File: src/rtl/instr_fetch_unit_pkg.sv
// Shared types and constants for the instruction fetch unit:
// the fetch FSM encoding, the opcode field geometry and the HALT decode helper.
package fetch_pkg;

  typedef enum logic [1:0] {
    IDLE    = 2'd0,
    READ    = 2'd1,
    CAPTURE = 2'd2,
    HALTED  = 2'd3
  } fetch_state_t;

  // Opcode occupies the top OPCODE_W bits of the instruction word
  localparam int OPCODE_W = 4;
  localparam logic [OPCODE_W-1:0] HALT_OP_DEFAULT = 4'hF;

  function automatic logic is_halt(input logic [OPCODE_W-1:0] opcode,
                                   input logic [OPCODE_W-1:0] halt_op);
    return (opcode == halt_op);
  endfunction

endpackage

File: src/rtl/instr_fetch_unit_if.sv
// Bundle of control, memory and issue signals around the fetch unit.
// master = the fetch unit itself, slave = datapath/memory side.
interface instr_fetch_unit_if #(
  parameter int ADDR_W  = 4,
  parameter int INSTR_W = 16
);
  logic               step;
  logic               run;
  logic               pc_load;
  logic [ADDR_W-1:0]  pc_target;
  logic [ADDR_W-1:0]  mem_addr;
  logic               mem_rd_en;
  logic [INSTR_W-1:0] mem_rdata;
  logic [INSTR_W-1:0] instr;
  logic               instr_valid;
  logic               halt;
  logic [ADDR_W-1:0]  pc;

  modport master (
    input  step, run, pc_load, pc_target, mem_rdata,
    output mem_addr, mem_rd_en, instr, instr_valid, halt, pc
  );

  modport slave (
    output step, run, pc_load, pc_target, mem_rdata,
    input  mem_addr, mem_rd_en, instr, instr_valid, halt, pc
  );
endinterface

File: src/rtl/instr_fetch_unit.sv
// Instruction fetch FSM: reads sync ROM at pc, issues one word per fetch with a
// single-cycle strobe, honours PC redirects and stops for good on HALT.
module instr_fetch_unit
  import fetch_pkg::*;
#(
  parameter int                  ADDR_W  = 4,
  parameter int                  INSTR_W = 16,
  parameter logic [OPCODE_W-1:0] HALT_OP = HALT_OP_DEFAULT
) (
  input  logic               clk,
  input  logic               reset,
  instr_fetch_unit_if.master bus
);

  fetch_state_t       state_r;
  logic [ADDR_W-1:0]  pc_r;
  logic [ADDR_W-1:0]  target_q_r;
  logic               load_pend_r;
  logic [INSTR_W-1:0] instr_r;
  logic               instr_valid_r;
  logic               halt_r;
  logic               mem_rd_en_r;
  logic [ADDR_W-1:0]  next_pc_s;
  logic               halt_hit_s;

  // Successor PC: a redirect arriving in CAPTURE or one already pending beats the increment
  always_comb begin
    next_pc_s = pc_r + ADDR_W'(1);
    if (bus.pc_load) begin
      next_pc_s = bus.pc_target;
    end else if (load_pend_r) begin
      next_pc_s = target_q_r;
    end else begin
      next_pc_s = pc_r + ADDR_W'(1);
    end
  end

  assign halt_hit_s = is_halt(bus.mem_rdata[INSTR_W-1 -: OPCODE_W], HALT_OP);

  // Fetch FSM with all outputs registered
  always_ff @(posedge clk or posedge reset) begin
    if (reset) begin
      state_r       <= IDLE;
      pc_r          <= '0;
      target_q_r    <= '0;
      load_pend_r   <= 1'b0;
      instr_r       <= '0;
      instr_valid_r <= 1'b0;
      halt_r        <= 1'b0;
      mem_rd_en_r   <= 1'b0;
    end else begin
      instr_valid_r <= 1'b0;
      mem_rd_en_r   <= 1'b0;
      case (state_r)
        IDLE: begin
          // Redirect lands first so a same-cycle step reads the new target
          if (bus.pc_load) begin
            pc_r <= bus.pc_target;
          end
          if ((bus.step || bus.run) && !halt_r) begin
            state_r     <= READ;
            mem_rd_en_r <= 1'b1;
          end
        end
        READ: begin
          state_r <= CAPTURE;
          if (bus.pc_load) begin
            load_pend_r <= 1'b1;
            target_q_r  <= bus.pc_target;
          end
        end
        CAPTURE: begin
          load_pend_r <= 1'b0;
          if (halt_hit_s) begin
            halt_r  <= 1'b1;
            state_r <= HALTED;
          end else begin
            instr_r       <= bus.mem_rdata;
            instr_valid_r <= 1'b1;
            pc_r          <= next_pc_s;
            if (bus.run) begin
              state_r     <= READ;
              mem_rd_en_r <= 1'b1;
            end else begin
              state_r <= IDLE;
            end
          end
        end
        HALTED: begin
          state_r <= HALTED;
        end
        default: begin
          state_r <= IDLE;
        end
      endcase
    end
  end

  assign bus.mem_addr    = pc_r;
  assign bus.mem_rd_en   = mem_rd_en_r;
  assign bus.instr       = instr_r;
  assign bus.instr_valid = instr_valid_r;
  assign bus.halt        = halt_r;
  assign bus.pc          = pc_r;

endmodule
File: src/flat_wrapper.sv
// flat-port wrapper written by rule: the top's interface ports become plain ports
module instr_fetch_unit_flat import fetch_pkg::*;
#(
  parameter int                  ADDR_W  = 4,
  parameter int                  INSTR_W = 16,
  parameter logic [OPCODE_W-1:0] HALT_OP = HALT_OP_DEFAULT
)
  (clk, reset, bus_step, bus_run, bus_pc_load, bus_pc_target, bus_mem_rdata, bus_mem_addr, bus_mem_rd_en, bus_instr, bus_instr_valid, bus_halt, bus_pc);
  instr_fetch_unit_if #(.ADDR_W(ADDR_W), .INSTR_W(INSTR_W)) bus_i ();
  input  logic clk;
  input  logic reset;
  input wire logic [$bits(bus_i.step)-1:0] bus_step;
  input wire logic [$bits(bus_i.run)-1:0] bus_run;
  input wire logic [$bits(bus_i.pc_load)-1:0] bus_pc_load;
  input wire logic [$bits(bus_i.pc_target)-1:0] bus_pc_target;
  input wire logic [$bits(bus_i.mem_rdata)-1:0] bus_mem_rdata;
  output wire logic [$bits(bus_i.mem_addr)-1:0] bus_mem_addr;
  output wire logic [$bits(bus_i.mem_rd_en)-1:0] bus_mem_rd_en;
  output wire logic [$bits(bus_i.instr)-1:0] bus_instr;
  output wire logic [$bits(bus_i.instr_valid)-1:0] bus_instr_valid;
  output wire logic [$bits(bus_i.halt)-1:0] bus_halt;
  output wire logic [$bits(bus_i.pc)-1:0] bus_pc;
  assign bus_i.step = bus_step;
  assign bus_i.run = bus_run;
  assign bus_i.pc_load = bus_pc_load;
  assign bus_i.pc_target = bus_pc_target;
  assign bus_i.mem_rdata = bus_mem_rdata;
  assign bus_mem_addr = bus_i.mem_addr;
  assign bus_mem_rd_en = bus_i.mem_rd_en;
  assign bus_instr = bus_i.instr;
  assign bus_instr_valid = bus_i.instr_valid;
  assign bus_halt = bus_i.halt;
  assign bus_pc = bus_i.pc;
  instr_fetch_unit #(.ADDR_W(ADDR_W), .INSTR_W(INSTR_W), .HALT_OP(HALT_OP)) u_core (.clk(clk), .reset(reset), .bus(bus_i));
endmodule
File: config.mk
export PLATFORM = sky130hd
export DESIGN_NAME = instr_fetch_unit_flat
export DESIGN_NICKNAME = d
export VERILOG_FILES = /design/src/rtl/instr_fetch_unit_pkg.sv /design/src/rtl/instr_fetch_unit_if.sv /design/src/rtl/instr_fetch_unit.sv /design/src/flat_wrapper.sv
export SDC_FILE = /design/constraint.sdc
export NUM_CORES = 1
export LEC_CHECK = 0
export BUFFER_PORTS_ARGS = -buffer_cell sky130_fd_sc_hd__buf_2
export CORE_MARGIN = 1.5
export CORE_UTILIZATION = 46
export DETAILED_ROUTE_END_ITERATION = 12
export PLACE_DENSITY_LB_ADDON = 0.25
export SYNTH_ARGS = -nofsm -noshare
export SYNTH_HDL_FRONTEND = slang
export SYNTH_SLANG_ARGS = --single-unit
File: constraint.sdc
create_clock -name clk -period 2.6 [get_ports clk]
set_input_delay 0.26 -clock clk [delete_from_list [all_inputs] [get_ports clk]]
set_output_delay 0.26 -clock clk [all_outputs]
set_load 0.01 [all_outputs]
### After elaboration in Yosys (flattened, before gate mapping)

Index checks and enable logic that the tools add are counted.

| cells by class | value |
|---|---|
| reduce and logical (&&, ||, !) cells | 11 |
| equality and inequality tests | 8 |
| multiplexer cells | 17 |
| bitwise logic cells | 1 |
| add/sub/neg operators | 1 |

Operators with widths:

| kind | count |
|---|---|
| $mux 4 | 4 |
| $pmux 2 s4 | 1 |
| $pmux 4 s2 | 1 |
| $reduce_and 2->1 | 4 |
| $mux 1 | 7 |
| $ne 2x2->1 const B | 3 |
| $add 4x1->4 const B | 1 |
| $eq 2x2->1 const B | 2 |
| $eq 4x4->1 const B | 1 |
| $mux 2 | 2 |
| $pmux 1 s2 | 2 |
| $reduce_bool 2->1 | 2 |
| $reduce_and 3->1 | 1 |
| $eq 2x1->1 const B | 1 |
| $logic_not 2->1 | 1 |
| $ne 2x1->1 const B | 1 |
| $logic_and 1x1->1 | 1 |
| $logic_not 1->1 | 1 |
| $logic_or 1x1->1 | 1 |
| $not 1->1 | 1 |

| storage, ports and cells | value |
|---|---|
| word-level logic and storage cells | 46 |
| output and inout bits | 27 |
| bits in registers | 30 |
| input bits | 25 |

### Depth between registers and ports, before layout

Gate-level depths: netlist (run 1).

| depth | value |
|---|---|
| word-level depth | 5 |
| depth in mapped cells | 6 |

### Worst setup path before layout (run 1)

No wires, ideal clock.

| path | value |
|---|---|
| path type | reg2reg |
| start | register u_core.state_r[0] |
| end | register u_core.instr_r[10], in the netlist u_core.bus.instr[10] |
| slack | 1.167 ns |
| buffers on the path | 3 |
| data required time | 2.475 ns |
| setup time | 0.125 ns |
| arrival | 1.308 ns |
| cell stages (with the launch flop) | 7 |
| period minus slack after synthesis | 1.433 ns |
| path through | dfrtp_1 > buf_6 > nand2b_4 > nand2b_4 > buf_6 > buf_8 > mux2_4 |

| between the ends | value |
|---|---|
| cells in the longest elaborated chain, start to end | 2 |

Ends and longest elaborated chain:

| what | line | source |
|---|---|---|
| start: declaration | instr_fetch_unit.sv:15 | `fetch_state_t state_r;` |
| start signal: assignment | instr_fetch_unit.sv:43 | `state_r <= IDLE;` |
| start signal: assignment | instr_fetch_unit.sv:61 | `state_r <= READ;` |
| start signal: assignment | instr_fetch_unit.sv:66 | `state_r <= CAPTURE;` |
| $eq 2x2->1 | instr_fetch_unit.sv:54 | `case (state_r)` |
| $reduce_and 2->1 (no line) | -- |  |
| end signal: assignment | instr_fetch_unit.sv:78 | `instr_r <= bus.mem_rdata;` |
| end: declaration | instr_fetch_unit.sv:19 | `logic [INSTR_W-1:0] instr_r;` |

No other way between the ends.
A chain may end at the register's enable or synchronous reset.

### Worst setup path in the final report (run 1)

| path | value |
|---|---|
| start | register u_core.state_r[0] |
| end | register u_core.instr_r[14], in the netlist u_core.bus.instr[14] |

Same word-level chain as after synthesis.

==> results.toml, run 1 <==
[logic_synthesis]
ys.flop_type = "dfrtp_1"
synthAdderAreaFrac_pct = 0.890
synthMuxAreaShare_pct = 19.9
synth_compound_area_share_pct = 9.44
postSynthCellCount = 105
synth_top_cell_by_area = "dfrtp_1"
avgSynthCellArea_sq_um = 13.4
synth_top_area_share_pct = 53.4
yosysUniqueCellTypes = 29
synth_fp_nets = 131
synth.ff_latch_count = 30
synth_edf_count = 0
synth-simple-area-share_pct = 8.46
synth.cell_area_sq_um = 1410
synthArstFlopShare_pct = 100
synth_area_leaders = "dfrtp_1 (53%), mux2_4 (9.6%), mux2_2 (8.8%)"
synth_top_family_by_area = "multiplexers"
synth_xor_area_share_pct = 1.25
synth-seq-area-share_pct = 53.4
ys_warn_count = 0

[clock_network]
post_cts_buffers = 0
cts_tree = "yes"
clkLatencyLatePin_ps = 320
clockBufferDepth = 2
htree_levels = 2
post_cts_resized = 0
clk_pin_slew_ps = 90
clock-root-buffer = "clkbuf_4"
cts_hold_buf = 0
clkSinkCount = 30
cts_buffers = 5

[floorplan]
coreArea_sq_um = 2830
die_x_um = 58.3
io_pins = 52
die_h_um = 58.3
fp-row-count = 19
start_util_pct = 49.7
dieArea_sq_um = 3400

[grt]
grt_pass1_vias = 909
grt_usage_pct = 16.1
antenna_found_initial = 0
grt_overflow_total = 0
grt_start_max_net_pins = 31
grt_pass1_wl_um = 4080

[sta]
rsz0062_at_grt = "no"
period_minus_slack_ps = 1570
period_share_pct = 60.2
fmax_mhz = 638
tns_ps = 0
finalMaxSlewViolations = 0
setup_viol = 0
worstMarginPinSlew_ps = 1110
clock_skew_ps = 6.66
hold_viol_final = 0
slew_headroom_pct = 25.7

[setup_path]
cp_slowest_cell = "dfrtp_1"
cp_cell_sequence = "nand2b_4 -> nand2b_4 -> mux2_2"
slowest_delay_ps = 570
path_delay_family = "flip-flops"
endpoint_kind = "flop"
path_max_fanout = 18
crit_type = "flop to flop"
worst-endpoint-arrival_ps = 1770
critPathLaunchType = "flop"
crit_top_cell = "nand2b_4"
critPathRequiredTime_ps = 2800
worst-path-buf-inv = 0

[cells_and_area]
fillers = 241
finalNonFillerCells = 186
seqCellArea_sq_um = 751
syn_to_final_growth_pct = 20.9
drive_above_1_share_pct = 53.5
fin_nets = 180
mostFrequentLayoutCells = "buf_2 (51), dfrtp_1 (30), mux2_2 (11)"
antennaDiodeCount = 0
final_common_cell = "buf_2"
multi_input_area_sq_um = 561
stdcell_area_sq_um = 1700

[place]
numPortBuffers = 51
place_area_sq_um = 1620
gp_congestion = 0.727
dp.cells = 178

[drt]
post_drt_wl_per_cell_um = 13.0
drt-initial-drc-count = 41
route.detailed.drc = 0
vias_per_cell = 5.09
wl_um = 2420
num_vias = 946
ant_nets = 0
drt-pass1-iter-count = 6

[worst_hold_path]
min_path_type = "primary input to flop"

[job]
drv_cap = 0

[power]
p_leak_nw = 0.853
vdd_drop_max_mv = 0.583
powerDensity_nw_per_um2 = 1290

[status]
status = "finished, final reports clean"
-- power breakdown --
group          internal, mW  switching, mW
sequential            0.705          0.200
clock                 0.185          0.147
combinational         0.538          0.417
-- metal layers --
metal | global-route usage (%) | wire (um) | vias up
met1 | 20.1 | 1070 | 444
met5 | 0 | 0 | -
met4 | 8.64 | 52 | 0
met2 | 25.0 | 1160 | 33
li1 | - | - | 461
met3 | 4.91 | 138 | 8
-- cell type report --
cell class	instances	area share, %
repair buffers	51	15.0
clock buffers	8	4.64
well taps	31	2.28
multi-input cells	62	33.0
inverters	4	0.884
flip-flops and latches	30	44.2
-- synth_stat cells (all sizes together) (2+ instances only) --
master,count
nand3,2
dfrtp,30
a21oi,3
mux2,20
nand2b,3
o21ai,6
nand2,4
xnor2,2
mux2i,2
inv,4
o211ai,4
buf,8
nor2,5
-- metrics by stage --
stage	hold WS [ps]	setup slack [ps]	total power, mW	util, %
finish	165	1030	2.19	60.1
global route	148	951	2.36	60.1
CTS	151	1030	2.22	60.1
detailed placement	490	1020	1.88	57.3
global placement	484	1090	1.84	57.3
floorplan	351	1170	1.66	-
-- path summary, 6_finish.rpt --
| path | start | endpoint | cells past startpoint | slack [ps] |
|---|---|---|---|---|
| setup / recovery | u_core.state_r[0]$_DFFE_PP0P_ | u_core.bus.instr[14]$_DFFE_PP0P_ | 3 | 1030 |
| hold / removal | bus_mem_rdata[5] | u_core.bus.instr[5]$_DFFE_PP0P_ | 2 | 160 |
| setup reg to reg | u_core.state_r[0]$_DFFE_PP0P_ | u_core.bus.instr[14]$_DFFE_PP0P_ | 3 | 1030 |
| hold reg to reg | u_core.target_q_r[0]$_DFFE_PP0P_ | u_core.target_q_r[0]$_DFFE_PP0P_ | 1 | 510 |
| max in group asynchronous | reset | u_core.target_q_r[2]$_DFFE_PP0P_ | 2 | 1720 |
| min in group asynchronous | reset | u_core.bus.instr[3]$_DFFE_PP0P_ | 2 | 210 |
-- registers in the layout, indices dropped and copies added, names as in the netlist --
name,count
u_core.state_r,2
u_core.load_pend_r,1
u_core.bus.halt,1
u_core.target_q_r,4
u_core.bus.mem_addr,4
u_core.bus.instr,16
u_core.bus.instr_valid,1
u_core.bus.mem_rd_en,1
-- cells by family (layout without fill, tap and decap cells) --
family	after synthesis	in the layout
AND/OR/NAND/NOR	18	18
buffers and inverters	13	63
adder cells (fa/ha/maj)	1	1
multiplexers	22	22
XOR/XNOR	2	2
AO/OA/AOI/OAI	19	19
flip-flops	30	30
No activity file was read; power rests on OpenSTA's default activity.
==> run 2, diff against run 1 <==
- CORE_UTILIZATION: 46 -> 43
- clock period: 2.6 -> 1.3 ns (I/O delays scaled with it)
==> results.toml, run 2 (synthesis gave the netlist of run 1 again) <==
[status]
status = "finished, final reports clean"

[floorplan]
io_pins = 52
fp-row-count = 20
die_h_um = 60.2
dieArea_sq_um = 3620
start_util_pct = 45.7
die_x_um = 60.2
coreArea_sq_um = 3080

[grt]
grt_overflow_total = 0
grt_pass1_vias = 1065
grt_pass1_wl_um = 4650
grt_start_max_net_pins = 31
grt_usage_pct = 17.4
antenna_found_initial = 0

[drt]
num_vias = 1023
vias_per_cell = 4.78
post_drt_wl_per_cell_um = 13.0
drt-pass1-iter-count = 4
drt-initial-drc-count = 19
route.detailed.drc = 0
wl_um = 2790
ant_nets = 0

[place]
post-place-ws_ps = -64.9
numPortBuffers = 51
gp_congestion = 0.757
hpwl_um = 2050

[clock_network]
clk_pin_slew_ps = 90
clockBufferDepth = 2
cts_tree = "yes"
clkSinkCount = 30
clock-root-buffer = "clkbuf_4"
clkLatencyLatePin_ps = 310
htree_levels = 2
cts_buffers = 5

[setup_path]
rr_endpoint = "u_core.bus.mem_addr[2]$_DFFE_PP0P_"
timing.rr.start = "u_core.state_r[0]$_DFFE_PP0P_"
regToRegSetupSlack_ps = 20
crit_type = "flop to flop"
cp_cell_sequence = "buf_6 -> nor3b_4 -> buf_4 -> mux2i_1 -> a21oi_1"
cp_slowest_cell = "dfrtp_1"
critPathLaunchType = "flop"
worst-endpoint-arrival_ps = 1480
endpoint_kind = "flop"
critPathRequiredTime_ps = 1500
critPathCapture = "u_core.bus.mem_addr[2]$_DFFE_PP0P_"
path_max_fanout = 6
crit_start = "u_core.state_r[0]$_DFFE_PP0P_"
ff2ff_path_depth = 5
slowest_delay_ps = 400

[power]
p_leak_nw = 0.923
vdd_drop_max_mv = 1.10
p_total_mw = 4.63
powerDensity_nw_per_um2 = 2530

[sta]
clock_skew_ps = 8.66
tns_ps = 0
setup_viol = 0
period_share_pct = 98.8
fmax_mhz = 778
period_minus_slack_ps = 1280
rsz0062_at_grt = "yes"
worstMarginPinSlew_ps = 358
slew_headroom_pct = 76.1
hold_viol_final = 0
finalMaxSlewViolations = 0
setup_ws_ps = 15.4

[cells_and_area]
syn_to_final_growth_pct = 30.0
final_common_cell = "buf_2"
fin_nets = 195
drive_above_1_share_pct = 57.1
mostFrequentLayoutCells = "buf_2 (51), dfrtp_1 (29), mux2_2 (11), buf_4 (11), mux2_4 (9)"
fillers = 273
largest_register_ffs = 16
antennaDiodeCount = 0

[job]
drv_cap = 0

[worst_hold_path]
min_path_type = "primary input to flop"
run 2: changes by cell type in the layout (fill, tap and decap cells not counted), sizes merged:
cell         before  now
clkbuf            8    7
dlygate4sd3       0    1
clkinv            0    1
buf              51   64
nand2b            3    4
run 2: critical path, delay by kind of cell, from the launching register on:
kind	cells	cell delay (ps)
AO/OA/AOI/OAI	1	80
flip-flops	1	400
multiplexers	1	180
AND/OR/NAND/NOR	1	210
buffers and inverters	2	290
run 2: power breakdown:
| group | total (mW) | internal (mW) | switching (mW) |
|---|---|---|---|
| combinational | 2.32 | 1.32 | 1.01 |
| sequential | 1.74 | 1.41 | 0.324 |
| clock | 0.563 | 0.262 | 0.301 |
run 2: area by class of cell:
class / count / area (sq um) / area share (%)
Sequential cell: 30 / 752 / 41.2
Inverter: 4 / 15.0 / 0.822
Clock buffer: 7 / 55.1 / 3.01
Clock inverter: 1 / 5.00 / 0.274
Tap cell: 44 / 55.1 / 3.01
Multi-Input combinational cell: 63 / 574 / 31.4
Timing Repair Buffer: 65 / 370 / 20.3
run 2: worst min path at each step:
stage | from | slack, ps | cells past startpoint | endpoint
floorplan | reset | 220 | 1 | u_core.bus.halt$_DFFE_PP0P_
global placement | reset | 210 | 3 | u_core.bus.instr[0]$_DFFE_PP0P_
detailed placement | reset | 220 | 3 | u_core.bus.instr[1]$_DFFE_PP0P_
CTS | bus_mem_rdata[8] | 30 | 2 | u_core.bus.instr[8]$_DFFE_PP0P_
global route | bus_mem_rdata[3] | 20 | 2 | u_core.bus.instr[3]$_DFFE_PP0P_
finish | bus_mem_rdata[8] | 40 | 2 | u_core.bus.instr[8]$_DFFE_PP0P_
run 2: through the flow:
stage,util [%],instance area (sq um),hold slack [ps],std cells
after floorplan,-,1410,221,105
after global placement,55.1,1700,214,199
after detailed placement,55.1,1700,219,199
after CTS,58.9,1810,34.6,212
after global routing,59.3,1830,24.6,214
final,59.3,1830,43.4,214
run 2: metal layers:
layer | up-vias | wire (um) | global-route usage, %
li1 | 493 | - | -
met1 | 494 | 1170 | 20.6
met2 | 32 | 1480 | 30.9
met3 | 4 | 116 | 3.90
met4 | 0 | 29 | 6.03
met5 | - | 0 | 0
run 2: timing repair:
item | CTS | global route
pin swaps | 3 | 3
hold buffers | 1 | 0
cloned | 1 | 0
setup buffers | 3 | 3
resized for setup | 4 | 1
endpoints found under the setup margin | 13 | 4
hold endpoints to repair | 30 | 0
==> run 3, diff against run 2 <==
- BUFFER_PORTS_ARGS: -buffer_cell sky130_fd_sc_hd__buf_2 -> not set
- CORE_UTILIZATION: 43 -> 46
- DONT_BUFFER_PORTS: not set -> 1
==> results.toml, run 3 (synthesis gave the netlist of run 1 again) <==
[sta]
slew_headroom_pct = 60.3
hold_viol_final = 0
fmax_mhz = 749
period_minus_slack_ps = 1340
hold_ws_ps = 7.67
setup_ws_ps = -35.4
finalMaxSlewViolations = 0
worstMarginPinSlew_ps = 594
setup_viol = 2
rsz0062_at_grt = "yes"
clock_skew_ps = 13.8
period_share_pct = 103

[drt]
num_vias = 965
post_drt_wl_per_cell_um = 16.3
drt-pass1-iter-count = 8
route.detailed.drc = 4
wl_um = 2900
vias_per_cell = 5.42
drt-initial-drc-count = 25
ant_nets = 0

[power]
vdd_drop_max_mv = 1.17
p_int_mw = 2.89
combPwrFrac_pct = 43.7
seqPwrFrac_pct = 43.8
powerDensity_nw_per_um2 = 2460
p_sw_mw = 1.61
p_leak_nw = 0.855
switching_share_pct = 35.8
pwr-share-clk_pct = 12.5

[cells_and_area]
fillers = 225
syn_to_final_growth_pct = 30.5
stdcell_area_sq_um = 1830
final_common_cell = "dfrtp_1"
drive_above_1_share_pct = 36.1
largest_register_ffs = 16
antennaDiodeCount = 0
multi_input_area_sq_um = 602
mostFrequentLayoutCells = "dfrtp_1 (29), dlygate4sd3_1 (22), buf_4 (15)"
fin_nets = 172
seqCellArea_sq_um = 752

[floorplan]
die_x_um = 58.3
fp-row-count = 19
dieArea_sq_um = 3400
die_h_um = 58.3
io_pins = 52
start_util_pct = 49.7
coreArea_sq_um = 2830

[place]
gp_congestion = 0.653
numPortBuffers = 0
place_area_sq_um = 1480
hpwl_um = 1840

[worst_hold_path]
min_path_type = "primary input to flop"

[setup_path]
critPathLaunchType = "flop"
slowest_delay_ps = 450
worst-endpoint-arrival_ps = 1550
critPathRequiredTime_ps = 1510
worst-path-buf-inv = 1
endpoint_kind = "flop"
path_delay_family = "flip-flops"
crit_type = "flop to flop"
path_max_fanout = 5
cp_cell_sequence = "buf_6 -> nor3b_4 -> o211ai_1 -> o211ai_1 -> o21ai_1"
crit_top_cell = "o211ai_1"
cp_slowest_cell = "dfrtp_1"

[clock_network]
clock-root-buffer = "clkbuf_4"
htree_levels = 2
clkSinkCount = 30
clkLatencyLatePin_ps = 330
clockBufferDepth = 2
clk_pin_slew_ps = 90
cts_buffers = 5
cts_tree = "yes"

[grt]
antenna_found_initial = 0
grt_usage_pct = 18.4
grt_overflow_total = 0
grt_pass1_wl_um = 4530
grt_pass1_vias = 1009
grt_start_max_net_pins = 17

[status]
violations = "DRC, setup timing"
status = "complete, but fails checks"

[job]
drv_cap = 0
[run 3: area by class of cell]
type	instances	share of cell area [%]
Clock buffer	7	3.00
Clock inverter	1	0.273
Timing Repair Buffer	40	20.0
Tap cell	31	2.11
Inverter	4	0.819
Multi-Input combinational cell	65	32.8
Sequential cell	30	41.0
[run 3: final timing paths]
kind                                                       start                                 end  slack (ps)  cells past startpoint
min in group asynchronous                                  reset     u_core.bus.instr[2]$_DFFE_PP0P_         280                      3
worst min register to register  u_core.target_q_r[3]$_DFFE_PP0P_    u_core.target_q_r[3]$_DFFE_PP0P_         510                      1
worst max register to register     u_core.state_r[0]$_DFFE_PP0P_  u_core.bus.mem_addr[0]$_DFFE_PP0P_         -40                      5
max in group asynchronous                                  reset    u_core.target_q_r[1]$_DFFE_PP0P_         810                      3
worst min-delay path                            bus_pc_target[2]  u_core.bus.mem_addr[2]$_DFFE_PP0P_           8                      2
worst max-delay path               u_core.state_r[0]$_DFFE_PP0P_  u_core.bus.mem_addr[0]$_DFFE_PP0P_         -40                      5
[run 3: repair_timing]
item                       CTS  global route
pin swaps                    4             6
hold endpoints to repair    55             0
buffers inserted             0             3
setup endpoints to repair   24            10
gates resized for setup      4             5
hold buffers                22             0
cloned                       1             2
[run 3: worst reg2reg max path, cell delays in order (launching register included)]
cell and delay (ps):
dfrtp_1 450, buf_6 150, nor3b_4 290, o211ai_1 130, o211ai_1 110, o21ai_1 90
[run 3: power by group through the flow]
stage	Clock, mW	Combinational, mW	Sequential, mW
5_1_grt	0.637	2.16	2.04
4_1_cts	0.587	1.80	1.96
3_3_place_gp	0	1.64	1.95
3_5_place_dp	0	1.70	1.97
2_1_floorplan	0	1.47	1.86
6_report	0.565	1.97	1.97
[run 3: metrics by stage]
stage                     worst slack, ps  utilization [%]  setup TNS (ps)  power (mW)  instances
after floorplan                      -133                -           -1200        3.33        105
after global placement              -6.46             52.2           -40.9        3.59        142
after detailed placement            -48.9             52.2            -396        3.67        142
after CTS                           -15.0             62.8           -26.5        4.35        173
after global routing                 -108             64.8            -539        4.83        178
final                               -35.4             64.8           -39.2        4.50        178
[run 3: layer usage]
metal | GRT usage [%] | routed length (um) | vias up
met4 | 5.98 | 52 | 0
met5 | 0 | 0 | -
li1 | - | - | 451
met1 | 20.3 | 1220 | 471
met2 | 31.5 | 1420 | 37
met3 | 8.26 | 208 | 6
